## src/rtl/gate_sweep_ctrl.sv

```systemverilog
// gate_sweep_ctrl
// ---------------------------------------------------------------------------
// Exhaustively exercises one combinational gate under test (GUT). On start
// it drives every input vector in ascending order. It holds each vector for
// SETTLE cycles, then compares the GUT output with the truth-table value for
// the latched gate type. It reports pass/fail, the mismatch count and the
// first failing vector.
//
// Handshake: start is a level sampled only in IDLE. No ready is returned.
// busy high means the request was taken and a sweep is in flight. done is a
// one-cycle pulse that marks the final results as stable.
//
// Ports:
//   clk            in   rising-edge clock
//   rst            in   synchronous active-high reset
//   start          in   begin a sweep (IDLE only)
//   op_sel         in   gate type: 0 NOT,1 AND,2 OR,3 NAND,4 NOR,5 XOR,6 XNOR,7 BUF
//   dut_z          in   GUT output
//   vec_out        out  vector driven to the GUT inputs
//   busy           out  high whenever not IDLE
//   done           out  one-cycle completion pulse
//   pass           out  last sweep had zero mismatches
//   err_cnt        out  mismatch count of current/last sweep
//   fail_valid     out  at least one mismatch captured
//   first_fail_vec out  vector of the first mismatch
// ---------------------------------------------------------------------------
module gate_sweep_ctrl #(
  parameter int N_IN   = 2,
  parameter int SETTLE = 2
) (
  input  logic              clk,
  input  logic              rst,
  input  logic              start,
  input  logic [2:0]        op_sel,
  input  logic              dut_z,
  output logic [N_IN-1:0]   vec_out,
  output logic              busy,
  output logic              done,
  output logic              pass,
  output logic [N_IN:0]     err_cnt,
  output logic              fail_valid,
  output logic [N_IN-1:0]   first_fail_vec
);

  localparam int CW = $clog2(SETTLE) + 1;
  localparam logic [CW-1:0] CNT_LOAD = CW'(SETTLE - 1);

  typedef enum logic [1:0] {
    S_IDLE  = 2'd0,
    S_WAIT  = 2'd1,
    S_CHECK = 2'd2,
    S_DONE  = 2'd3
  } state_t;

  state_t        state;
  logic [2:0]    op_q;
  logic [CW-1:0] cnt;

  // Truth-table value for the vector currently on the GUT inputs.
  logic expected;
  always_comb begin
    expected = 1'b0;
    case (op_q)
      3'd0:    expected = ~vec_out[0];
      3'd1:    expected = &vec_out;
      3'd2:    expected = |vec_out;
      3'd3:    expected = ~&vec_out;
      3'd4:    expected = ~|vec_out;
      3'd5:    expected = ^vec_out;
      3'd6:    expected = ~^vec_out;
      default: expected = vec_out[0];
    endcase
  end

  logic          mismatch;
  logic [N_IN:0] err_next;
  assign mismatch = (dut_z != expected);
  assign err_next = err_cnt + {{N_IN{1'b0}}, mismatch};

  always_ff @(posedge clk) begin
    if (rst) begin
      state          <= S_IDLE;
      op_q           <= 3'd0;
      cnt            <= '0;
      vec_out        <= '0;
      busy           <= 1'b0;
      done           <= 1'b0;
      pass           <= 1'b0;
      err_cnt        <= '0;
      fail_valid     <= 1'b0;
      first_fail_vec <= '0;
    end else begin
      case (state)
        S_IDLE: begin
          if (start) begin
            op_q           <= op_sel;
            vec_out        <= '0;
            err_cnt        <= '0;
            fail_valid     <= 1'b0;
            first_fail_vec <= '0;
            pass           <= 1'b0;
            cnt            <= CNT_LOAD;
            busy           <= 1'b1;
            state          <= S_WAIT;
          end
        end
        S_WAIT: begin
          if (cnt != '0) begin
            cnt <= cnt - 1'b1;
          end else begin
            state <= S_CHECK;
          end
        end
        S_CHECK: begin
          err_cnt <= err_next;
          if (mismatch && !fail_valid) begin
            first_fail_vec <= vec_out;
            fail_valid     <= 1'b1;
          end
          if (vec_out == {N_IN{1'b1}}) begin
            // Results are registered on entry to DONE so that they are
            // already final while the done pulse is high.
            done  <= 1'b1;
            pass  <= (err_next == '0);
            state <= S_DONE;
          end else begin
            vec_out <= vec_out + 1'b1;
            cnt     <= CNT_LOAD;
            state   <= S_WAIT;
          end
        end
        default: begin
          done  <= 1'b0;
          busy  <= 1'b0;
          state <= S_IDLE;
        end
      endcase
    end
  end

endmodule

```

## config.mk

```make
export PLATFORM = sky130hd
export DESIGN_NAME = gate_sweep_ctrl
export DESIGN_NICKNAME = d
export VERILOG_FILES = /design/src/rtl/gate_sweep_ctrl.sv
export SDC_FILE = /design/constraint.sdc
export NUM_CORES = 1
export LEC_CHECK = 0
export BUFFER_PORTS_ARGS = -buffer_cell sky130_fd_sc_hd__buf_2
export CAP_MARGIN = 20
export CORE_MARGIN = 3
export CORE_UTILIZATION = 59
export CTS_BUF_LIST = sky130_fd_sc_hd__clkbuf_16
export CTS_CLUSTER_DIAMETER = 40
export DETAILED_ROUTE_END_ITERATION = 16
export PLACE_DENSITY = 0.84
export SLEW_MARGIN = 30
export SYNTH_ARGS = -nofsm -noshare
export SYNTH_HDL_FRONTEND = slang
export SYNTH_SLANG_ARGS = --single-unit
export TNS_END_PERCENT = 50
```

## constraint.sdc

```tcl
create_clock -name clk -period 4.77 [get_ports clk]
set_input_delay 0.954 -clock clk [delete_from_list [all_inputs] [get_ports clk]]
set_output_delay 0.954 -clock clk [all_outputs]
set_load 0.01 [all_outputs]
```

# Word level (Yosys, flattened, before mapping)
# Index checks and enable logic that the tools add are counted.
[word_totals]
register_bits = 18
in_bits = 7
out_inout_bits = 11
elab_cells = 81
[classes]
n_addsub = 3
n_eq_ne = 16
muxes = 24
bitwise_logic = 3
n_reduce_logical = 25
[op_table]
columns = ["operator", "count"]
rows = [
  ["2-bit 2-to-1 mux", 8],
  ["2-bit != test, second input constant", 6],
  ["2-bit case mux with 3 select lines", 2],
  ["2-bit AND reduction", 6],
  ["3-bit equality test, second input constant", 3],
  ["3-bit AND reduction", 3],
  ["1-bit case mux with 2 select lines", 4],
  ["2-bit case mux with 2 select lines", 2],
  ["1-bit case mux with 7 select lines", 1],
  ["3-bit by 2-bit equality test with 1-bit output, second input constant", 2],
  ["3-bit logical NOT", 2],
  ["3-bit case mux with 2 select lines", 1],
  ["2-bit OR reduction", 3],
  ["1-bit 2-to-1 mux", 5],
  ["2-bit equality test, second input constant", 2],
  ["4-bit AND reduction", 1],
  ["2-bit nonzero test", 2],
  ["3-bit by 1-bit adder with 3-bit output", 1],
  ["3-bit by 1-bit equality test with 1-bit output, second input constant", 1],
  ["1-bit logical NOT", 3],
  ["3-bit 2-to-1 mux", 1],
  ["1-bit NOT", 3],
  ["3-bit nonzero test", 1],
  ["2-bit by 1-bit adder with 2-bit output, second input constant", 1],
  ["7 further kinds", 7],
]

# Depth between registers and ports, before layout
[logic_depth]
word_depth = 8
depth_mapped = 13
ltp_nobuf = 13

# Worst setup path before layout
# No wires, ideal clock.
[synth_timing]
kind = "register -> register"
startpoint = "register vec_out[0]"
endpoint = "register pass"
setup_time_ns = 0.128
arrival_time_ns = 2.550
path_slack_ns = 2.092
path_stages_with_launch = 14
path_cell_list = "dfxtp_1 inv_1 ha_1 mux2_1 o211ai_2 nand3_4 xor2_1 ha_1 ha_1 xor2_1 nor4_1 mux2_2 a22oi_1 nor2_1"
[synth_between]
elab_chain_len = 8
[synth_rtl]
columns = ["item", "line_no", "rtl"]
rows = [
  ["start, declared", "36", "output logic [N_IN-1:0] vec_out,"],
  ["start signal, assigned", "127", "vec_out <= vec_out + 1'b1;"],
  ["2-bit OR reduction or 2-bit AND reduction (tied branches)", "--", ""],
  ["1-bit logical NOT (on tied branches)", "68, 67", ""],
  ["1-bit case mux with 7 select lines", "63", "case (op_q)"],
  ["1-bit != test", "77", "assign mismatch = (dut_z != expected);"],
  ["3-bit by 1-bit adder with 3-bit output", "78", "assign err_next = err_cnt + {{N_IN{1'b0}}, mismatch};"],
  ["3-bit logical NOT", "124", "pass <= (err_next == '0);"],
  ["1-bit 2-to-1 mux", "120", "if (vec_out == {N_IN{1'b1}}) begin"],
  ["1-bit case mux with 2 select lines", "93", "case (state)"],
  ["end signal, assigned", "124", ""],
  ["end, declared", "39", "output logic pass,"],
]
# Several ways; a longest one is shown, not always the timed one. The select of a mux whose other input is x is not followed.
# A chain may end at the register's enable or synchronous reset.

# Worst setup path after layout
# Same ends and word-level chain as after synthesis.

==> flow_metrics.tcl <==
set metrics [dict create \
    final_max_slew_viol_count 0 \
    areaGrowthSynthToFinish_pct 14.6 \
    r2r_slack_ns 1.91 \
    total_power_mw 0.430 \
    crit_path_end_kind "flip-flop" \
    setup-violations-final 0 \
    placedCellCount 168 \
    grt_max_degree 21 \
    viasPerCell 5.57 \
    required_ns 4.90 \
    dp_slack_ns 1.99 \
    ctsResizeCount 0 \
    core-area_um2 1760 \
    ys_seq_area_frac 0.317 \
    die_y_um 49.9 \
    drt-pass1-iter-count 4 \
    wl_per_cell_um 13.3 \
    p_leak_nw 0.545 \
    cts_tree "built" \
    grt_pass1_wl_mm 3.90 \
    layout.nets 165 \
    design.die.area_um2 2490 \
    tightestPinTransition_ns 0.548 \
    min_path_type "flip-flop to flip-flop" \
    path_class "flip-flop to flip-flop" \
    synthCells 132 \
    synth_seq_cells 18 \
    first_global_vias 940 \
    cts.sinks 18 \
    layout_commonest_cell "dfxtp_1" \
    r2r_end "pass$_SDFFE_PP0P_" \
    cp-startpoint "vec_out[0]$_SDFFE_PP0P_" \
    gr-total-overflow 0 \
    status "finished clean" \
    antenna_cells 0 \
    fmaxAchievable_mhz 349 \
    hold_viol_final 0 \
    fillers 146 \
    drtIter0Drc 8 \
    gr-usage-all-layers 0.199 \
    ff2ff_path_depth 13 \
    synth_area_um2 1140 \
    antenna_found_initial 0 \
    initial_core_util 0.644 \
    holdCritStartpoint "first_fail_vec[1]$_SDFFE_PP0P_" \
    grt_setup_unrepaired "no" \
    mostFrequentLayoutCells "18 x dfxtp_1, 17 x nor2_1, 17 x buf_2" \
    peakVddDrop_v 0.000246 \
    drtAntennaViolNets 0 \
    drive_gt1_frac 0.190 \
    ios 18 \
    synth.distinct_cells 36 \
    io_buffers 17 \
    yosysWarnings 0 \
    postSynthNetCount 149 \
    hold_end "first_fail_vec[1]$_SDFFE_PP0P_" \
    clk_pin_slew_ns 0.05 \
    routed_wl_mm 2.29 \
    p_per_area_nw_per_um2 330 \
    cts_root_buffer "clkbuf_16" \
    cts-hold-fix-buffers 0 \
    arrival_ns 2.99 \
    post-route-min-period_ns 2.86 \
    startpoint_type "flip-flop" \
    gp_congestion 0.813 \
    avgSynthCellArea_um2 8.61 \
    cap_viol_max_count 0 \
    final_cells 172 \
    dp_hpwl_mm 1.66 \
    num_rows 15 \
    min_delay_path_depth 2 \
    clk_latency_ns 0.25 \
    postCtsSetupBuffers 0 \
    route.detailed.drc 0 \
    tns_ns 0 \
    clock_path_buffers 2 \
    cp_max_fo 9 \
    die_w_um 49.9 \
    ctsHtreeMaxLevel 1 \
    timing.final.crit_share 0.601 \
    finClkSkew_ns 0.00473 \
    slew-limit-headroom 0.634 \
    fin_ws_ns 1.91 \
    cts_inserted_buffers 3 \
    r2r-start "vec_out[0]$_SDFFE_PP0P_" \
    vias 958 \
]
[stage by stage]
| step | utilization | hold slack, ns | instance area (µm²) |
|---|---|---|---|
| after floorplan | - | 0.457 | 1140 |
| after global placement | 0.694 | 0.468 | 1220 |
| after detailed placement | 0.694 | 0.475 | 1220 |
| after CTS | 0.738 | 0.485 | 1300 |
| after global routing | 0.738 | 0.510 | 1300 |
| final | 0.738 | 0.481 | 1300 |
[worst max path at each step]
stage                             end  slack, ns  cells past startpoint
CTS                 pass$_SDFFE_PP0P_       1.91                     13
detailed placement  pass$_SDFFE_PP0P_       1.99                     12
global placement    pass$_SDFFE_PP0P_       2.07                     13
finish              pass$_SDFFE_PP0P_       1.91                     13
floorplan           pass$_SDFFE_PP0P_       2.09                     13
global route        pass$_SDFFE_PP0P_       1.71                     13
[cells in the mapped netlist]
master     n  area (µm²)
ha_1      10         125
nor3_1     6        30.0
a211oi_1   2        15.0
mux2_4     1        15.0
nand3_1    6        30.0
dfxtp_1   18         360
o32ai_1    2        17.5
o22ai_1    1        6.26
o21ai_0    3        15.0
a22oi_1    3        22.5
nand3_4    1        17.5
a21oi_4    1        16.3
xor2_1     2        17.5
clkbuf_1   3        11.3
nand2b_1   7        43.8
o211ai_2   1        12.5
nand3b_1   2        15.0
a32oi_1    3        26.3
mux2i_4    1        22.5
a21oi_1    9        45.0
and4bb_1   1        12.5
buf_2      2        10.0
mux2_1     1        11.3
buf_4      1        7.51
o21ba_2    1        10.0
a21o_1     1        7.51
nand2_1    6        22.5
nor2b_1    1        6.26
o21bai_1   1        7.51
a21oi_2    1        8.76
mux2_2     1        11.3
nand4b_1   1        8.76
inv_1     10        37.5
nor4_1     1        6.26
mux2i_1    4        40.0
nor2_1    17        63.8
[report_power, final]
part | internal, mW | total [mW] | leakage [nW] | switching, mW
combinational | 0.0393 | 0.0964 | 0.360 | 0.0571
clock | 0.111 | 0.166 | 0.0385 | 0.0548
sequential | 0.159 | 0.168 | 0.146 | 0.00864
total | 0.310 | 0.430 | 0.545 | 0.121
[sequential cells by signal (all words and copies together), names as in the netlist, 2 cells and up]
register,count
cnt,2
err_cnt,3
first_fail_vec,2
op_q,3
state,2
vec_out,2
[layer usage]
metal / global-route usage / share of wire
met5: 0 / 0
met4: 0.0783 / 0.0074
met2: 0.357 / 0.51
met1: 0.225 / 0.45
met3: 0.0453 / 0.026
[critical path, stage by stage (launching register included)]
cell and delay [ns]:
dfxtp_1 0.49, inv_1 0.08, ha_1 0.34, mux2_1 0.34, o211ai_2 0.10, nand3_4 0.12, xor2_1 0.16, ha_1 0.19
ha_1 0.21, xor2_1 0.17, nor4_1 0.07, mux2_2 0.27, a22oi_1 0.15, nor2_1 0.06
[cells by family after synthesis]
kind of cell | share of synthesized area
multiplexers | 0.0881
adder cells (fa/ha/maj) | 0.110
AND/OR/NAND/NOR | 0.226
XOR/XNOR | 0.0154
flip-flops | 0.317
buffers and inverters | 0.0584
AO/OA/AOI/OAI | 0.185
[cell type report]
| class | count | area (µm²) | area share |
|---|---|---|---|
| clock inverter | 1 | 3.75 | 0.00288 |
| clock buffer | 3 | 75.1 | 0.0576 |
| inverter | 10 | 37.5 | 0.0288 |
| tap | 25 | 31.3 | 0.0240 |
| sequential | 18 | 360 | 0.277 |
| timing repair buffer | 17 | 85.1 | 0.0653 |
| multi-input combinational | 98 | 709 | 0.545 |
No activity file was read; power rests on OpenSTA's default activity.
